### src/rtl/lshift_normalizer.sv
// rtl/lshift_normalizer.sv - iterative left-shift mantissa normalizer, one 2^s layer per cycle
module lshift_normalizer #(
   parameter  int WIDTH  = 8,
   parameter  int EXPW   = 5,
   localparam int STAGES = $clog2(WIDTH)
) (
   input  logic              clk,
   input  logic              rst,
   input  logic              in_valid,
   output logic              in_ready,
   input  logic [WIDTH-1:0]  in_mant,
   input  logic [EXPW-1:0]   in_exp,
   output logic              out_valid,
   input  logic              out_ready,
   output logic [WIDTH-1:0]  out_mant,
   output logic [EXPW-1:0]   out_exp,
   output logic [STAGES-1:0] out_shamt,
   output logic              out_zero,
   output logic              out_denorm
);

   typedef enum logic [1:0] {IDLE, SHIFT, DONE} state_t;

   state_t              state_q, state_d;
   logic [STAGES-1:0]   stg_q, stg_d;
   logic [WIDTH-1:0]    mant_q, mant_d;
   logic [EXPW-1:0]     exp_q, exp_d;
   logic [STAGES-1:0]   shamt_q, shamt_d;
   logic [WIDTH-1:0]    out_mant_q, out_mant_d;
   logic [EXPW-1:0]     out_exp_q, out_exp_d;
   logic [STAGES-1:0]   out_shamt_q, out_shamt_d;
   logic                out_zero_q, out_zero_d;
   logic                out_denorm_q, out_denorm_d;

   logic [STAGES-1:0]   amt_s;
   logic [EXPW-1:0]     amt_e;
   logic [WIDTH-1:0]    top_mask;

   always_comb begin
      state_d      = state_q;
      stg_d        = stg_q;
      mant_d       = mant_q;
      exp_d        = exp_q;
      shamt_d      = shamt_q;
      out_mant_d   = out_mant_q;
      out_exp_d    = out_exp_q;
      out_shamt_d  = out_shamt_q;
      out_zero_d   = out_zero_q;
      out_denorm_d = out_denorm_q;

      amt_s    = STAGES'(1) << stg_q;
      amt_e    = EXPW'(1) << stg_q;
      top_mask = ~({WIDTH{1'b1}} >> amt_s);

      unique case (state_q)
         IDLE: begin
            if (in_valid) begin
               mant_d  = in_mant;
               exp_d   = in_exp;
               shamt_d = '0;
               stg_d   = STAGES'(STAGES - 1);
               state_d = SHIFT;
            end
         end
         SHIFT: begin
            // exp > amt keeps the exponent at or above 1 after the decrement
            if (((mant_q & top_mask) == '0) && (exp_q > amt_e)) begin
               mant_d  = mant_q << amt_s;
               exp_d   = exp_q - amt_e;
               shamt_d = shamt_q + amt_s;
            end
            if (stg_q == '0) begin
               state_d    = DONE;
               out_zero_d = (mant_q == '0);
               if (mant_q == '0) begin
                  out_mant_d   = '0;
                  out_exp_d    = '0;
                  out_shamt_d  = '0;
                  out_denorm_d = 1'b0;
               end else begin
                  out_mant_d   = mant_d;
                  out_exp_d    = exp_d;
                  out_shamt_d  = shamt_d;
                  out_denorm_d = !mant_d[WIDTH-1];
               end
            end else begin
               stg_d = stg_q - STAGES'(1);
            end
         end
         DONE: begin
            if (out_ready) state_d = IDLE;
         end
         default: state_d = IDLE;
      endcase
   end

   always_ff @(posedge clk) begin
      if (rst) begin
         state_q      <= IDLE;
         stg_q        <= '0;
         mant_q       <= '0;
         exp_q        <= '0;
         shamt_q      <= '0;
         out_mant_q   <= '0;
         out_exp_q    <= '0;
         out_shamt_q  <= '0;
         out_zero_q   <= 1'b0;
         out_denorm_q <= 1'b0;
      end else begin
         state_q      <= state_d;
         stg_q        <= stg_d;
         mant_q       <= mant_d;
         exp_q        <= exp_d;
         shamt_q      <= shamt_d;
         out_mant_q   <= out_mant_d;
         out_exp_q    <= out_exp_d;
         out_shamt_q  <= out_shamt_d;
         out_zero_q   <= out_zero_d;
         out_denorm_q <= out_denorm_d;
      end
   end

   assign in_ready   = (state_q == IDLE);
   assign out_valid  = (state_q == DONE);
   assign out_mant   = out_mant_q;
   assign out_exp    = out_exp_q;
   assign out_shamt  = out_shamt_q;
   assign out_zero   = out_zero_q;
   assign out_denorm = out_denorm_q;

endmodule

### config.mk
export PLATFORM = sky130hd
export DESIGN_NAME = lshift_normalizer
export DESIGN_NICKNAME = d
export VERILOG_FILES = /design/src/rtl/lshift_normalizer.sv
export SDC_FILE = /design/constraint.sdc
export NUM_CORES = 1
export LEC_CHECK = 0
export BUFFER_PORTS_ARGS = -buffer_cell sky130_fd_sc_hd__buf_2
export CAP_MARGIN = 20
export CORE_MARGIN = 8
export CORE_UTILIZATION = 30
export CTS_CLUSTER_SIZE = 28
export DETAILED_ROUTE_END_ITERATION = 10
export PLACE_DENSITY = 0.44
export SETUP_SLACK_MARGIN = 0.1
export SYNTH_ARGS = -nofsm -noshare
export SYNTH_HDL_FRONTEND = slang
export SYNTH_SLANG_ARGS = --single-unit
### constraint.sdc
create_clock -name clk -period 3.7 [get_ports clk]
set_input_delay 0.74 -clock clk [delete_from_list [all_inputs] [get_ports clk]]
set_output_delay 0.74 -clock clk [all_outputs]
set_load 0.02 [all_outputs]
==> results.yml <==
clock_network:
  clkLatencyLatePin_ns: 0.29
  clockBufferDepth: 2
  cts_hold_repair.buffers: 0
  tritoncts.num_buffers: 5
  number_of_h_tree_branching_levels: 2
  post_cts.resized_instances: 0
  cts_tree: "done"
  total_number_of_clock_tree_sinks: 39
  cts.repair_timing.setup_buffer_count: 0
  clk_pin_slew_ns: 0.08
  clockRootBuffer: "sky130_fd_sc_hd__clkbuf_8"
global_route:
  grt_max_degree: 27
  grt_overflow: 0
  via_count_of_the_first_global_routing_pass: 2402
  grt.total_usage: 0.1355
  antenna_found_initial: 0
  wire_length_of_the_first_global_routing_pass_um: 12480
finish:
  antenna-diode-count: 0
  nets: 361
  area.growth.synth_to_final_pct: 16.26
  n_fill_cell: 896
  final_cell_mix: "39 x sky130_fd_sc_hd__dfxtp_1, 36 x sky130_fd_sc_hd__buf_2, 34 x sky130_fd_sc_hd__nand2_1"
  layout_cells_sized_above_1: 0.2222
  multi_input_comb_area_um2: 1540
  layout.area.seq_um2: 780.7
  mostFrequentLayoutCell: "sky130_fd_sc_hd__dfxtp_1"
routing:
  routed_via_density: 5.388
  drc_violation_total_after_the_first_tritonroute_iteration: 101
  totalWireLength_um: 7450
  dr.pass1.iters: 6
  route.detailed.drc: 0
  drt_antenna_net_count: 0
  post_drt_wl_per_cell_um: 17.01
  routed-via-count: 2360
logic_synthesis:
  syn-mean-instance-area_um2: 8.288
  yosysWarningCount: 0
  ys_seq_area_frac: 0.3161
  syn-num-nets: 327
  post_synth_arst_share: 0
  ys_ff_latch: 39
  synth_top_flop_cell: "sky130_fd_sc_hd__dfxtp_1"
  synthesis.instances: 298
  synth-edff-count: 0
  netlist_area_um2: 2470
  yosysUniqueCellTypes: 56
place:
  placement.io_buffers: 36
  dpl_worst_slack_ns: 0.4520
  gpl.final_weighted_congestion: 0.8467
  dp_hpwl_um: 5406
min_path:
  min-delay-start: "out_shamt[0]"
  worstHoldPathType: "register to register"
outcome:
  outcome: "complete, no violations"
setup_path:
  timing.critical_path.fanout_max: 9
  worst-setup-path-type: "register to register"
  crit_path_start: "stg_q[0]"
  critPathRequiredTime_ns: 3.90
  critical_path_arrival_ns: 3.47
  timing.rr.start: "stg_q[0]"
  timing.critical_path.to_type: "register"
  r2r_setup_slack_ns: 0.42
  startpoint_type: "register"
sta:
  setup_viol: 0
  maximum_clock_skew_at_final_layout_ns: 0.003177
  worst_case_headroom_to_the_max_slew_limit: 0.3451
  number_of_max_slew_violations_in_the_final_report: 0
  tns_ns: 0
  worst-slew-pin-transition_ns: 0.9788
  setup_ws_ns: 0.4241
  max_clock_freq_ghz: 0.3053
  layout_min_cycle_time_ns: 3.276
  finalHoldViolations: 0
  timing.final.crit_share: 0.8854
  grt_setup_unrepaired: "no"
die:
  fp.dieH_um: 106.7
  die_w_um: 106.7
  rows: 33
  overall_die_area_um2: 11390
  num_io_pins: 37
  start_util: 0.3052
  core_region_area_um2: 8093
pwr:
  fin_total_pwr_mw: 1.720
  cellLeakagePower_nw: 1.115
  maximum_vdd_ir_drop_v: 0.0001871
  power.density_cell_area_nw_per_um2: 599.0
job:
  max_cap_violations: 0
[layout make-up]
class,instances,share of cell area
timing repair buffer,48,0.09412
multi-input combinational,225,0.5364
inverter,13,0.01699
tap,105,0.04575
clock buffer,8,0.03486
sequential,39,0.2719
[cell usage after synthesis (5+ instances only)]
master | count | area [µm²]
sky130_fd_sc_hd__mux2i_1 | 10 | 100.1
sky130_fd_sc_hd__nand4_1 | 6 | 37.54
sky130_fd_sc_hd__a21oi_1 | 9 | 45.04
sky130_fd_sc_hd__clkbuf_1 | 14 | 52.55
sky130_fd_sc_hd__nor2b_1 | 7 | 43.79
sky130_fd_sc_hd__a31oi_1 | 7 | 43.79
sky130_fd_sc_hd__nand2b_1 | 7 | 43.79
sky130_fd_sc_hd__nor3_1 | 9 | 45.04
sky130_fd_sc_hd__o21ai_0 | 22 | 110.1
sky130_fd_sc_hd__o211ai_1 | 6 | 45.04
sky130_fd_sc_hd__dfxtp_1 | 39 | 780.8
sky130_fd_sc_hd__ha_1 | 10 | 125.1
sky130_fd_sc_hd__a221oi_1 | 8 | 70.07
sky130_fd_sc_hd__nand2_1 | 34 | 127.6
sky130_fd_sc_hd__a211oi_1 | 6 | 45.04
sky130_fd_sc_hd__or3_1 | 7 | 43.79
sky130_fd_sc_hd__inv_1 | 10 | 37.54
sky130_fd_sc_hd__mux2_2 | 5 | 56.30
sky130_fd_sc_hd__nand3_1 | 5 | 25.02
sky130_fd_sc_hd__buf_2 | 5 | 25.02
sky130_fd_sc_hd__nor2_1 | 20 | 75.07
[through the flow]
stage / hold slack, ns / std cells / utilization / cell area, µm²
4_1_cts: 0.4623 / 438 / 0.3548 / 2872
5_1_grt: 0.4763 / 438 / 0.3548 / 2872
2_1_floorplan: 0.4488 / 298 / - / 2470
3_3_place_gp: 0.4335 / 430 / 0.3425 / 2771
3_5_place_dp: 0.4426 / 430 / 0.3425 / 2771
6_report: 0.4530 / 438 / 0.3548 / 2872
[per-layer routing]
metal,vias to the layer above,global-route usage,part of all wire
met5,-,0,0
met4,0,0.03518,0.012
met3,6,0.02819,0.036
met2,40,0.2269,0.48
met1,1159,0.1723,0.48
li1,1155,-,-
[critical path, stage by stage, from the launching register on]
cell	delay (ns)
sky130_fd_sc_hd__dfxtp_1	0.35
sky130_fd_sc_hd__inv_1	0.11
sky130_fd_sc_hd__ha_1	0.37
sky130_fd_sc_hd__inv_2	0.08
sky130_fd_sc_hd__nor2_1	0.20
sky130_fd_sc_hd__inv_2	0.11
sky130_fd_sc_hd__ha_1	0.36
sky130_fd_sc_hd__o21a_1	0.18
sky130_fd_sc_hd__o31ai_2	0.13
sky130_fd_sc_hd__a2111oi_4	0.60
sky130_fd_sc_hd__mux2_2	0.41
sky130_fd_sc_hd__a221oi_1	0.28
[cell families (layout without fill, tap and decap cells)]
family | count (synthesis) | after routing | share of synthesized area
AOI/OAI and AO/OA | 85 | 85 | 0.2482
adders and majority gates | 12 | 12 | 0.06687
and+or+nand+nor | 108 | 108 | 0.2219
DFF | 39 | 39 | 0.3161
xor gates and xnor gates | 4 | 4 | 0.01419
muxes | 16 | 16 | 0.07244
buffers and inverters | 34 | 69 | 0.06028
[state kept, by name, summed over array words and instances (netlist names)]
name and cells:
out_denorm 1, out_mant 8, stg_q 3, shamt_q 3
mant_q 8, exp_q 5, out_zero 1, state_q 2
out_shamt 3, out_exp 5
[power by group]
part	leakage (nW)	switching, mW	internal (mW)	total, mW
Sequential	0.319	0.0717	0.475	0.547
Clock	0.0515	0.157	0.171	0.328
Combinational	0.745	0.496	0.349	0.845
[path summary, 6_finish.rpt]
kind / to / cells past startpoint
max reg2reg: exp_q[0] / 11
max: exp_q[0] / 11
min: out_shamt[0] / 2
min reg2reg: out_shamt[0] / 2
No activity file was read; power rests on OpenSTA's default activity.
